### config.mk
export PLATFORM = sky130hd
export DESIGN_NAME = hazard_ctrl
export DESIGN_NICKNAME = d
export VERILOG_FILES = /design/src/rtl/hazard_ctrl.sv
export SDC_FILE = /design/constraint.sdc
export NUM_CORES = 1
export LEC_CHECK = 0
export ABC_AREA = 1
export CORE_MARGIN = 4
export CORE_UTILIZATION = 55
export CTS_CLUSTER_SIZE = 24
export DETAILED_ROUTE_END_ITERATION = 7
export PLACE_DENSITY = 0.91
export SYNTH_ARGS = -nofsm -noshare
export SYNTH_HDL_FRONTEND = slang
export SYNTH_SLANG_ARGS = --single-unit
### constraint.sdc
create_clock -name clk -period 3.1 [get_ports clk]
set_input_delay 0.62 -clock clk [delete_from_list [all_inputs] [get_ports clk]]
set_output_delay 0.62 -clock clk [all_outputs]
set_load 0.005 [all_outputs]
### src/rtl/hazard_ctrl.sv
// hazard_ctrl: stall / forwarding sequencer for the 5-stage core.
// Shadows {valid, a3, tnew} of every in-flight instruction in E/M/W, along with
// the source registers carried by E and M. From these it derives the D-stage
// stall, every forwarding-mux select, and the mult/div busy countdown.
// Stage index: D=1, E=2, M=3, W=4. tnew is the absolute stage at which the
// result exists, so it never has to be decremented as the producer moves on.
module hazard_ctrl #(
  parameter int MULT_CYCLES = 5,
  parameter int DIV_CYCLES  = 10
) (
  input  logic       clk,
  input  logic       reset_n,
  input  logic [4:0] d_rs,
  input  logic [4:0] d_rt,
  input  logic [4:0] d_a3,
  input  logic       d_reg_write,
  input  logic [2:0] d_tuse_rs,
  input  logic [2:0] d_tuse_rt,
  input  logic [2:0] d_tnew,
  input  logic       d_is_md,
  input  logic       e_md_start,
  input  logic       e_md_is_div,
  output logic       stall,
  output logic [1:0] fwd_d_rs,
  output logic [1:0] fwd_d_rt,
  output logic [1:0] fwd_e_rs,
  output logic [1:0] fwd_e_rt,
  output logic       fwd_m_rt,
  output logic       md_busy
);

  localparam int NUM_OPS = 2;            // operand 0 = rs, operand 1 = rt
  localparam int STAGES  = 2;            // vld_pipe[0]=E, [1]=M, [2]=W
  localparam int MD_MAX  = (DIV_CYCLES > MULT_CYCLES) ? DIV_CYCLES : MULT_CYCLES;
  localparam int CW      = $clog2(MD_MAX + 1);

  localparam logic [2:0] TUSE_NONE = 3'd3;
  localparam logic [3:0] STG_E     = 4'd2;
  localparam logic [3:0] STG_M     = 4'd3;
  localparam logic [3:0] STG_W     = 4'd4;

  typedef struct packed {
    logic [4:0] a3;
    logic [2:0] tnew;
  } dst_t;

  // Pipeline shadow state
  logic [STAGES:0]         vld_pipe;
  dst_t                    e_dst, m_dst, w_dst;
  logic [NUM_OPS-1:0][4:0] e_src;
  logic [4:0]              m_rt;
  logic [CW-1:0]           md_cnt;

  // D-stage operands gathered into arrays so both are handled by one loop
  logic [NUM_OPS-1:0][4:0] d_src;
  logic [NUM_OPS-1:0][2:0] d_tuse;
  assign d_src  = {d_rt, d_rs};
  assign d_tuse = {d_tuse_rt, d_tuse_rs};

  logic [NUM_OPS-1:0]      hz;
  logic [NUM_OPS-1:0][1:0] fwd_d;
  logic [NUM_OPS-1:0][1:0] fwd_e;
  logic                    md_hz;
  logic                    stall_raw;
  logic                    e_vld_nxt;

  // Per-operand hazard detection and forward select
  for (genvar gi = 0; gi < NUM_OPS; gi++) begin : g_op
    logic       used;
    logic [3:0] tuse4;
    logic       d_hit_e, d_hit_m, d_hit_w;
    logic       e_hit_m, e_hit_w;

    assign used  = d_tuse[gi] != TUSE_NONE;
    assign tuse4 = {1'b0, d_tuse[gi]};

    assign d_hit_e = vld_pipe[0] && e_dst.a3 == d_src[gi] && d_src[gi] != 5'd0;
    assign d_hit_m = vld_pipe[1] && m_dst.a3 == d_src[gi] && d_src[gi] != 5'd0;
    assign d_hit_w = vld_pipe[2] && w_dst.a3 == d_src[gi] && d_src[gi] != 5'd0;

    // Stall when the producer cannot have its result by the time D's
    // instruction actually consumes the operand (producer will be at p+tuse).
    assign hz[gi] = used &&
      ((d_hit_e && {1'b0, e_dst.tnew} > STG_E + tuse4) ||
       (d_hit_m && {1'b0, m_dst.tnew} > STG_M + tuse4) ||
       (d_hit_w && {1'b0, w_dst.tnew} > STG_W + tuse4));

    // Nearest match wins; an unready nearest match selects the register file
    // (that case is covered by stall) rather than an older, stale producer.
    // W needs no select: the GRF writes through to D.
    assign fwd_d[gi] = d_hit_e ? (({1'b0, e_dst.tnew} <= STG_E) ? 2'd1 : 2'd0) :
                       d_hit_m ? (({1'b0, m_dst.tnew} <= STG_M) ? 2'd2 : 2'd0) :
                                 2'd0;

    assign e_hit_m = vld_pipe[1] && m_dst.a3 == e_src[gi] && e_src[gi] != 5'd0;
    assign e_hit_w = vld_pipe[2] && w_dst.a3 == e_src[gi] && e_src[gi] != 5'd0;

    assign fwd_e[gi] = e_hit_m ? (({1'b0, m_dst.tnew} <= STG_M) ? 2'd1 : 2'd0) :
                       e_hit_w ? (({1'b0, w_dst.tnew} <= STG_W) ? 2'd2 : 2'd0) :
                                 2'd0;
  end

  assign fwd_d_rs = fwd_d[0];
  assign fwd_d_rt = fwd_d[1];
  assign fwd_e_rs = fwd_e[0];
  assign fwd_e_rt = fwd_e[1];

  // DM store data: only W can still be ahead of an instruction sitting in M
  assign fwd_m_rt = vld_pipe[2] && w_dst.a3 == m_rt && m_rt != 5'd0 &&
                    {1'b0, w_dst.tnew} <= STG_W;

  assign md_busy = md_cnt != '0;
  // The start cycle itself must already block a dependent mult/div op in D
  assign md_hz   = d_is_md && (md_busy || e_md_start);

  assign stall_raw = (|hz) | md_hz;
  // Gated by reset so an asserted reset drops a pending stall immediately,
  // even while D-stage / start inputs would otherwise still demand one.
  assign stall     = reset_n && stall_raw;

  // Writes to $0 or non-writing instructions never count as producers
  assign e_vld_nxt = !stall_raw && d_reg_write && d_a3 != 5'd0;

  // Destination/source shadow pipeline; stall injects a bubble into E
  always_ff @(posedge clk or negedge reset_n) begin
    if (!reset_n) begin
      vld_pipe <= '0;
      e_dst    <= '0;
      m_dst    <= '0;
      w_dst    <= '0;
      e_src    <= '0;
      m_rt     <= '0;
    end else begin
      vld_pipe <= {vld_pipe[STAGES-1:0], e_vld_nxt};
      e_dst    <= stall_raw ? dst_t'('0) : dst_t'{a3: d_a3, tnew: d_tnew};
      m_dst    <= e_dst;
      w_dst    <= m_dst;
      e_src    <= stall_raw ? '0 : d_src;
      m_rt     <= e_src[1];
    end
  end

  // Mult/div countdown; a start seen while already busy is ignored
  always_ff @(posedge clk or negedge reset_n) begin
    if (!reset_n) begin
      md_cnt <= '0;
    end else if (e_md_start && !md_busy) begin
      md_cnt <= e_md_is_div ? CW'(DIV_CYCLES) : CW'(MULT_CYCLES);
    end else if (md_busy) begin
      md_cnt <= md_cnt - CW'(1);
    end
  end

endmodule

=== Word-level counts from Yosys, hierarchy flattened ===
Cells that the tools add are included.

* Add/sub/neg operators: 7
* $lt $le $gt $ge: 9
* Equality and inequality tests: 13
* Multiplexer cells: 17
* Bitwise gates (word level): 1
* Reductions and logical operators: 52

{| class="wikitable"
|+ Operators with widths
! cell !! count
|-
| == test 5 bit || 11
|-
| logical AND 1 bit || 36
|-
| nonzero test 5 bit || 6
|-
| > comparator 3 x 4 -> 1 bit || 6
|-
| two-way mux 2 bit || 10
|-
| adder 2 x 3 -> 4 bit (first input constant) || 4
|-
| two-way mux 4 bit || 3
|-
| two-way mux 10 bit || 1
|-
| adder 3 x 3 -> 4 bit (first input constant) || 2
|-
| two-way mux 8 bit || 1
|-
| less-or-equal comparator 3 x 2 -> 1 bit (second input constant) || 2
|-
| inequality test 3 x 2 -> 1 bit (second input constant) || 2
|-
| logical OR 1 bit || 5
|-
| nonzero test 4 bit || 1
|-
| subtractor 4 x 1 -> 4 bit (second input constant) || 1
|-
| less-or-equal comparator 3 bit (second input constant) || 1
|-
| zero test 1 bit || 2
|-
| two-way mux 1 bit || 2
|-
| nonzero test 2 bit || 1
|-
| OR reduction 2 bit || 1
|-
| OR 1 bit || 1
|}

* Bits in registers: 46
* Output and inout bits: 11

=== Depth between registers and ports, before layout ===
Gate-level depths: netlist of run 1.

* Depth in word-level cells: 12
* Depth in mapped cells: 15
* Gate-level depth less buffers: 14

=== Worst setup path before layout of run 1 ===
OpenSTA, ideal clock, no wires.

* Path kind: input-to-output
* Start: input port d_tuse_rt[0]
* End: output port stall
* Arrival time: 2.007 ns
* Required time: 2.480 ns
* Slack: 0.473 ns
* Cell stages on the path: 15
* Buffers on the path: 1
* Cell sequence: inv_1 ha_1 xor2_1 ha_1 nand2_1 nand2_1 nor2_1 nor2_1 nand3_1 nand3_1 nand2_1 nand3_2 buf_6 nand2_2 inv_2

* Word-level cells in the longest chain between the ends: 9
* Elaborated cells between the ends (all ways): 16
* Those cells by class: add/sub: 3; order compare: 3; eq/ne: 1; bitwise: 1; reduce/logical: 8

{| class="wikitable"
|+ Ends and longest elaborated chain
! element !! RTL line !! text
|-
| start, declared || 18 || <nowiki>input logic [2:0] d_tuse_rt,</nowiki>
|-
| adder 2 x 3 -> 4 bit, on equally long branches || 84, 85 ||
|-
| > comparator 3 x 4 -> 1 bit, on equally long branches || 84, 85 ||
|-
| logical AND 1 bit, on equally long branches || 84, 85 ||
|-
| logical OR 1 bit || 84 || <nowiki>((d_hit_e && {1'b0, e_dst.tnew} > STG_E + tuse4) ||</nowiki>
|-
| logical OR 1 bit || 85 || <nowiki>(d_hit_m && {1'b0, m_dst.tnew} > STG_M + tuse4) ||</nowiki>
|-
| logical AND 1 bit (*) || 83 || <nowiki>assign hz[gi] = used &&</nowiki>
|-
| OR reduction 2 bit (*) || 116 || <nowiki>assign stall_raw = (|hz) | md_hz;</nowiki>
|-
| OR 1 bit (*) || 116 ||
|-
| logical AND 1 bit (*) || 119 || <nowiki>assign stall = reset_n && stall_raw;</nowiki>
|-
| end, declared || 23 || <nowiki>output logic stall,</nowiki>
|}

Every way passes the cells marked *; elsewhere a longest branch is shown, timed or not.

=== Worst setup path after layout of run 1 ===
* Start: input port d_rt[2]
* End: output port fwd_d_rt[1]

* Word-level cells in the longest chain between the ends: 5
* Elaborated cells between the ends (all ways): 9
* Those cells by class: eq/ne: 2; mux: 2; reduce/logical: 5

{| class="wikitable"
|+ Ends and longest elaborated chain
! element !! RTL line !! text
|-
| start, declared || 14 || <nowiki>input logic [4:0] d_rt,</nowiki>
|-
| == test 5 bit || 78 || <nowiki>assign d_hit_m = vld_pipe[1] && m_dst.a3 == d_src[gi] && d_src[gi] != 5'd0;</nowiki>
|-
| logical AND 1 bit (2 in series) || 78 ||
|-
| two-way mux 2 bit || 92 || <nowiki>d_hit_m ? (({1'b0, m_dst.tnew} <= STG_M) ? 2'd2 : 2'd0) :</nowiki>
|-
| two-way mux 2 bit (*) || 91 || <nowiki>assign fwd_d[gi] = d_hit_e ? (({1'b0, e_dst.tnew} <= STG_E) ? 2'd1 : 2'd0) :</nowiki>
|-
| end, declared || 25 || <nowiki>output logic [1:0] fwd_d_rt,</nowiki>
|}

Marks and branches as above.

==> flow_summary.ini, run 1 <==
[setup_path]
worstPathArrival_ns = 2.41
max_stage_delay_ns = 0.56
crit_chain = clkdlybuf4s50_1 -> inv_2 -> nand2_1 -> nor2_1 -> nor2_2 -> buf_4 -> nand3_1 -> nor2_1 -> clkdlybuf4s50_1
path_class = input port to output pin
worstSetupStartpointType = input port
crit_fanout = 5
r2r_setup_slack_ns = 0.99
crit_slowest_cell = clkdlybuf4s50_1
crit_required_ns = 2.48
crit_path_end_kind = output pin

[timing]
finClkSkew_ns = 0.00858
period_share_pct = 97.7
finalHoldViolations = 0
clock.fmax_ghz = 0.330
worst_slew_pin_slew_ns = 0.589
maxSlewViolCount = 0
finalCriticalPeriod_ns = 3.03
slew_headroom_pct = 60.7
layout_setup_ws_ns = 0.0704
setup_viol = 0
fin_tns_setup_ns = 0

[synthesis]
muxShareOfSynthArea_pct = 0
yosysTopAreaCell = dfrtp_1
synthTopCellsByArea = dfrtp_1, nand2_1, ha_1
synthSimpleGateAreaFrac_pct = 29.2
synth_compound_area_share_pct = 6.64
synthArstFlopShare_pct = 100
syn_nets = 470
synth_ff_type = dfrtp_1
avgSynthCellArea_um2 = 7.33
yosys_warnings = 0
synth_area_um2 = 3030
synth-seq-cells = 46
synth-adder-area-share_pct = 10.7
synth_top_family_by_area = simple AND/OR/NAND/NOR gates
synth_edf_count = 0
synth_xor_area_share_pct = 6.06
synth_top_area_share_pct = 38.0
seq_area_frac_synth_pct = 38.0
syn_inst = 414
synth_cell_types = 32

[drt]
vias_per_cell = 5.68
firstDrtPassIters = 5
wl_per_cell_um = 15.8
detail_route.iter0.violations = 359
routed_wl_um = 8930
antenna_left = 0
drc = 0
via_count = 3209

[place]
gp_congestion = 0.902
placed_area_um2 = 3750
dpl.hpwl_um = 6260
port_buffers = 40
place_ws_ns = -0.561

[outcome]
status = finished, final reports clean

[clock_network]
clk_latency_ns = 0.31
cts_tree = done
clk_path_buf_depth = 2
clk_pin_slew_ns = 0.08
clock_sink_count = 46
numCtsBuffers = 5
h-tree-depth = 2
clockRootBuffer = clkbuf_8

[die]
die_h_um = 82.3
io_pins = 41
rows = 26
start_util_pct = 57.9
core_um2 = 5240
die_w_um = 82.3
die_area_um2 = 6770

[final_layout]
final_common_cell = nand2_1
drive_gt1_share_pct = 15.2
final_cell_mix = nand2_1, nor2_1, inv_1, dfrtp_1, buf_4
diodes = 0
num-nets-final = 550
fin_area_um2 = 3980
area_growth_syn_to_layout_pct = 31.1

[global_routing]
grt_max_degree = 47
grt_antenna_before_repair = 0
grt_pass1_wl_um = 14000
grt-ovfl-total = 0
track_usage_pct = 27.4
grt_pass1_vias = 3143

[worst_hold_path]
hold_path.class = flop to flop

[pwr]
power.density_nw_per_um2 = 454
power_leakage_nw = 2.17
vdd_ir_drop_max_mv = 0.556
finalPower_mw = 1.80

[job]
cap_violations = 0
## kinds of logic after synthesis
logic type / after synthesis
AO/OA/AOI/OAI: 33
buffers and inverters: 72
AND/OR/NAND/NOR: 216
flip-flops: 46
adder cells (fa/ha/maj): 26
XOR/XNOR: 21
## where the power goes
group          leakage (nW)  internal, mW  switching (mW)
sequential            0.587         0.682          0.0994
clock                0.0514         0.241           0.210
combinational          1.53         0.258           0.313
## final timing paths
kind	from	cells after the start	to
max	d_rt[2]	9	fwd_d_rt[1]
min	e_src[6]	0	m_rt[1]
max reg2reg	e_dst[1]	12	e_src[6]
min reg2reg	e_src[6]	0	m_rt[1]
max in group asynchronous	reset_n	2	m_rt[0]
min in group asynchronous	reset_n	2	e_dst[1]
## critical path: cells and delay by family
| family | cells | cell delay (ns) |
|---|---|---|
| buffers and inverters | 4 | 1.29 |
| AND/OR/NAND/NOR | 5 | 0.49 |
## metal layers
metal  global-route usage, %  vias up  wire (um)
met5                       0        -          0
met4                    10.6        0        331
met3                    4.88       47        761
met2                    48.2      213       4510
met1                    33.2     1491       3330
li1                        -     1458          -
## sequential cells by signal, summed over array words and instances, names as in the netlist
name      count
e_src        10
e_dst         8
m_dst         8
w_dst         8
m_rt          5
md_cnt        4
vld_pipe      3
## cell usage after synthesis (4+ instances only)
cell type and n:
o211ai_1 4, xor2_1 13, nand3_1 22, o21bai_1 4
a21oi_1 9, ha_1 26, inv_1 58, nor3_1 9
o21ai_0 8, dfrtp_1 46, xnor2_1 8, nor2_1 61
nand2_1 111, inv_2 10
## layout make-up
type / count / area [um2]
clock buffer: 6 / 72.6
tap: 70 / 87.6
clock inverter: 2 / 37.5
sequential: 46 / 1150
inverter: 68 / 255
fill: 343 / 1260
multi-input combinational: 296 / 1680
timing repair buffer: 77 / 688
## timing repair
| action | in CTS | in global routing |
|---|---|---|
| hold buffers | 0 | 0 |
| setup endpoints to repair | 2 | 5 |
| buffers inserted | 1 | 1 |
| pin swaps | 7 | 10 |
| gates resized for setup | 18 | 20 |
## metrics by stage
stage               util (%)  hold WS [ns]  cells
global route            75.9         0.386    565
global placement        71.6         0.357    555
finish                  75.9         0.381    565
detailed placement      71.6         0.362    555
CTS                     74.8         0.380    564
floorplan                  -         0.324    414
Note: power is estimated with default switching activity, not from simulation.
==> run 2, diff against run 1 <==
--- a/config.mk
+++ b/config.mk
@@ -10,7 +10,7 @@
 export CORE_UTILIZATION = 55
 export CTS_CLUSTER_SIZE = 24
 export DETAILED_ROUTE_END_ITERATION = 7
-export PLACE_DENSITY = 0.91
+export PLACE_DENSITY = 0.81
 export SYNTH_ARGS = -nofsm -noshare
 export SYNTH_HDL_FRONTEND = slang
 export SYNTH_SLANG_ARGS = --single-unit
==> flow_summary.ini, run 2 (synthesis gave the netlist of run 1 again) <==
[setup_path]
max_stage_delay_ns = 0.26
worstSetupStartpointType = input port
crit_buf_inv = 5
crit_chain = dlygate4sd2_1 -> inv_2 -> ha_4 -> ha_4 -> inv_1 -> o21bai_1 -> a21oi_1 -> nor2_1 -> nand2_1 -> nand3_1 -> nand2_1 -> nand3_2 -> nand2_2 -> inv_2 -> dlygate4sd2_1
crit_fanout = 2
critPathTopFamily = buffers and inverters
crit_slowest_cell = dlygate4sd2_1
path_class = input port to output pin
worstPathArrival_ns = 2.38
crit_required_ns = 2.48
crit_path_end_kind = output pin

[final_layout]
drive_gt1_share_pct = 14.4
num-nets-final = 549
largest_reg_flops = 10
area_growth_syn_to_layout_pct = 29.0
final_cell_mix = nand2_1, nor2_1, inv_1, dfrtp_1, buf_4
final_cells = 564
diodes = 0
largest-register = e_src
post-route-util_pct = 74.7
final_common_cell = nand2_1

[drt]
antenna_left = 0
wl_met2_um = 3740
detail_route.iter0.violations = 223
wl_met3_um = 621
drc = 0
vias_per_cell = 5.16
wl_per_cell_um = 13.9
top_layer = met4
wl_met1_um = 3280
firstDrtPassIters = 4
routed_wl_um = 7830
via_count = 2910

[die]
die_h_um = 82.3
rows = 26
io_pins = 41
die_w_um = 82.3
core_um2 = 5240
start_util_pct = 57.9
die_area_um2 = 6770

[timing]
rsz0062_at_grt = true
slew_headroom_pct = 61.4
finalCriticalPeriod_ns = 3.00
clock.fmax_ghz = 0.333
finalHoldViolations = 0
fin_tns_setup_ns = 0
worst_slew_pin_slew_ns = 0.580
finClkSkew_ns = 0.00481
layout_setup_ws_ns = 0.0997
setup_viol = 0
maxSlewViolCount = 0
period_share_pct = 96.8

[place]
place_ws_ns = -0.558
port_buffers = 40
placed_cells = 556
gp_congestion = 0.912
dpl.hpwl_um = 6160

[worst_hold_path]
hold_path.class = flop to flop

[clock_network]
clk_path_buf_depth = 2
clk_pin_slew_ns = 0.08
cts_hold_buffers = 0
clk_latency_ns = 0.30
clockRootBuffer = clkbuf_8
numCtsBuffers = 5
h-tree-depth = 2
cts_tree = done
clock_sink_count = 46

[global_routing]
grt_pass1_vias = 2860
grt-ovfl-total = 0
grt_max_degree = 47
grt_pass1_wl_um = 13100
track_usage_pct = 25.9
grt_antenna_before_repair = 0

[pwr]
vdd_ir_drop_max_mv = 0.476
p_sw_uw = 579
power_leakage_nw = 2.14
power.density_nw_per_um2 = 431
p_int_mw = 1.11
clkPwrFrac_pct = 22.6
p_comb_share_pct = 31.2
finalPower_mw = 1.69
power_frac_seq_pct = 46.2
switching_share_pct = 34.3

[job]
cap_violations = 0

[outcome]
status = finished, final reports clean
run 2: power by group through the flow:
stage / clock network (mW) / logic, mW / registers (mW)
finish: 0.382 / 0.526 / 0.779
global route: 0.421 / 0.598 / 0.788
CTS: 0.383 / 0.527 / 0.776
detailed placement: 0 / 0.519 / 0.786
global placement: 0 / 0.496 / 0.782
floorplan: 0 / 0.341 / 0.753
run 2: worst paths after layout:
check	end	from	cells past startpoint	slack [ns]
min reg2reg	m_rt[1]	e_src[6]	0	0.41
max reg2reg	e_src[0]	md_cnt[0]	9	1.18
max	stall	d_tuse_rs[0]	15	0.1
min	m_rt[1]	e_src[6]	0	0.41
max in group asynchronous	m_dst[5]	reset_n	2	2.23
min in group asynchronous	w_dst[2]	reset_n	2	0.47
run 2: final cells by class:
type                    count  area (um2)
multi-input cells         296        1660
fillers                   415        1320
flip-flops and latches     46        1150
repair buffers             76         673
inverters                  68         255
well taps                  70        87.6
clock buffers               7        86.3
clock inverters             1        5.00
run 2: what timing repair did:
item                       in CTS  in global routing
setup buffers                   0                  0
setup endpoints to repair       2                  5
gates resized for setup        17                 14
pin swaps                       4                  7
run 2: layer usage:
layer / global-route usage, % / vias up
met2: 42.4 / 108
met3: 4.12 / 20
met1: 34.3 / 1322
met5: 0 / -
met4: 9.63 / 0
li1: - / 1460
run 2: per-stage QoR:
stage | area, um2 | hold slack, ns
after floorplan | 3030 | 0.324
after global placement | 3760 | 0.371
after detailed placement | 3760 | 0.392
after CTS | 3880 | 0.410
after global routing | 3910 | 0.414
final | 3910 | 0.406
run 2: worst register-to-register path, cell delays in order (launching register included):
cell and delay (ns):
dfrtp_1 0.42, inv_1 0.09, ha_1 0.14, nand2_1 0.06
nor2_1 0.23, inv_1 0.13, o21ai_0 0.30, nand3_2 0.13
buf_4 0.22, nor2_1 0.12
==> run 3, diff against run 2 <==
--- a/config.mk
+++ b/config.mk
@@ -7,10 +7,10 @@
 export LEC_CHECK = 0
 export ABC_AREA = 1
 export CORE_MARGIN = 4
-export CORE_UTILIZATION = 55
+export CORE_UTILIZATION = 45
 export CTS_CLUSTER_SIZE = 24
 export DETAILED_ROUTE_END_ITERATION = 7
-export PLACE_DENSITY = 0.81
+export PLACE_DENSITY = 0.68
 export SYNTH_ARGS = -nofsm -noshare
 export SYNTH_HDL_FRONTEND = slang
 export SYNTH_SLANG_ARGS = --single-unit
==> flow_summary.ini, run 3 (synthesis gave the netlist of run 1 again) <==
[die]
rows = 29
start_util_pct = 47.0
die_h_um = 90.1
die_w_um = 90.1
core_um2 = 6460
die_area_um2 = 8120
io_pins = 41

[global_routing]
grt-ovfl-total = 0
grt_pass1_vias = 2717
grt_max_degree = 47
grt_antenna_before_repair = 0
track_usage_pct = 19.2
grt_pass1_wl_um = 12700

[clock_network]
clk_pin_slew_ns = 0.08
clk_path_buf_depth = 2
clk_latency_ns = 0.30
clockRootBuffer = clkbuf_8
clock_sink_count = 46
numCtsBuffers = 5
cts_hold_buffers = 0
h-tree-depth = 2
cts_tree = done

[setup_path]
path_class = input port to output pin
crit_fanout = 2
crit_path_end_kind = output pin
crit_required_ns = 2.48
worstSetupStartpointType = input port
worstPathArrival_ns = 2.35

[pwr]
vdd_ir_drop_max_mv = 0.381
power.density_nw_per_um2 = 423
power_leakage_nw = 2.15

[final_layout]
largest_reg_flops = 10
final_cell_mix = nand2_1, nor2_1, inv_1, dfrtp_1, buf_4
drive_gt1_share_pct = 15.4
num-nets-final = 552
largest-register = e_src
fin_area_um2 = 3940
final_common_cell = nand2_1
post-route-util_pct = 61.1
area_growth_syn_to_layout_pct = 30.0
diodes = 0

[timing]
setup_viol = 0
period_share_pct = 95.7
rsz0062_at_grt = false
finalHoldViolations = 0
maxSlewViolCount = 0
slew_headroom_pct = 61.7
holdWs_ns = 0.391
layout_setup_ws_ns = 0.133
finalCriticalPeriod_ns = 2.97
clock.fmax_ghz = 0.337
worst_slew_pin_slew_ns = 0.574
fin_tns_setup_ns = 0
finClkSkew_ns = 0.00338

[place]
placed_area_um2 = 3770
dpl.hpwl_um = 6180
gp_congestion = 0.873
place_ws_ns = -0.562
port_buffers = 40

[drt]
routed_wl_um = 7760
firstDrtPassIters = 4
antenna_left = 0
detail_route.iter0.violations = 156
drc = 0
vias_per_cell = 4.92
via_count = 2812
wl_per_cell_um = 13.6

[outcome]
status = finished, final reports clean

[job]
cap_violations = 0

[worst_hold_path]
hold_path.class = flop to flop
-- run 3: cell count changes in the layout (fill, tap and decap cells not counted) --
| cell | delta |
|---|---|
| buf_4 | +3 |
| clkbuf_1 | -1 |
| clkdlybuf4s15_1 | +1 |
| clkdlybuf4s15_2 | +1 |
| clkdlybuf4s50_1 | -1 |
| clkinv_2 | -1 |
| dlymetal6s2s_1 | -1 |
| nor2_1 | -3 |
| nor2_2 | +3 |
| nor4_2 | -1 |
| nor4_4 | +1 |
| xor2_1 | +1 |
| xor2_2 | -1 |
-- run 3: final timing paths --
check,startpoint,to,slack (ns),depth (start not counted)
min reg2reg,e_src[6],m_rt[1],0.39,0
max in group asynchronous,reset_n,m_dst[5],2.23,2
max,d_rt[3],fwd_d_rt[1],0.13,11
min,e_src[6],m_rt[1],0.39,0
min in group asynchronous,reset_n,vld_pipe[2],0.48,2
max reg2reg,md_cnt[0],e_src[6],1.03,10
-- run 3: what timing repair did --
item	4_1_cts	5_1_grt
pin swaps	11	9
endpoints found under the setup margin	3	5
gates resized for setup	18	20
setup buffers	2	0
-- run 3: layout make-up --
cell class / instances / area [um2]
multi-input cells: 296 / 1660
flip-flops and latches: 46 / 1150
clock buffers: 6 / 82.6
repair buffers: 79 / 694
well taps: 77 / 96.3
inverters: 68 / 255
fillers: 604 / 2510
-- run 3: worst max-delay path: stages --
cell and delay (ns):
clkdlybuf4s50_1 0.46, buf_4 0.17, nand2_1 0.06, nand2_1 0.04
inv_1 0.04, nand2_1 0.06, nor2_2 0.12, buf_4 0.12
nand3_1 0.06, nor2_1 0.09, clkdlybuf4s50_1 0.50
-- run 3: power breakdown --
group	internal [mW]	total, mW	switching, mW	leakage, nW
clock network	0.172	0.359	0.187	0.0431
logic	0.250	0.532	0.282	1.52
registers	0.682	0.779	0.0963	0.587
-- run 3: layer usage --
layer  vias up  part of all wire (%)  GRT usage [%]
met1      1266                    44           25.7
met4         0                   1.1           4.34
met3        10                   7.5           3.51
met5         -                     0              0
met2        82                    48           32.5
li1       1454                     -              -
-- run 3: through the flow --
stage / total power [mW] / std cells
2_1_floorplan: 1.09 / 414
3_3_place_gp: 1.29 / 564
3_5_place_dp: 1.31 / 564
4_1_cts: 1.67 / 572
5_1_grt: 1.79 / 572
6_report: 1.67 / 572
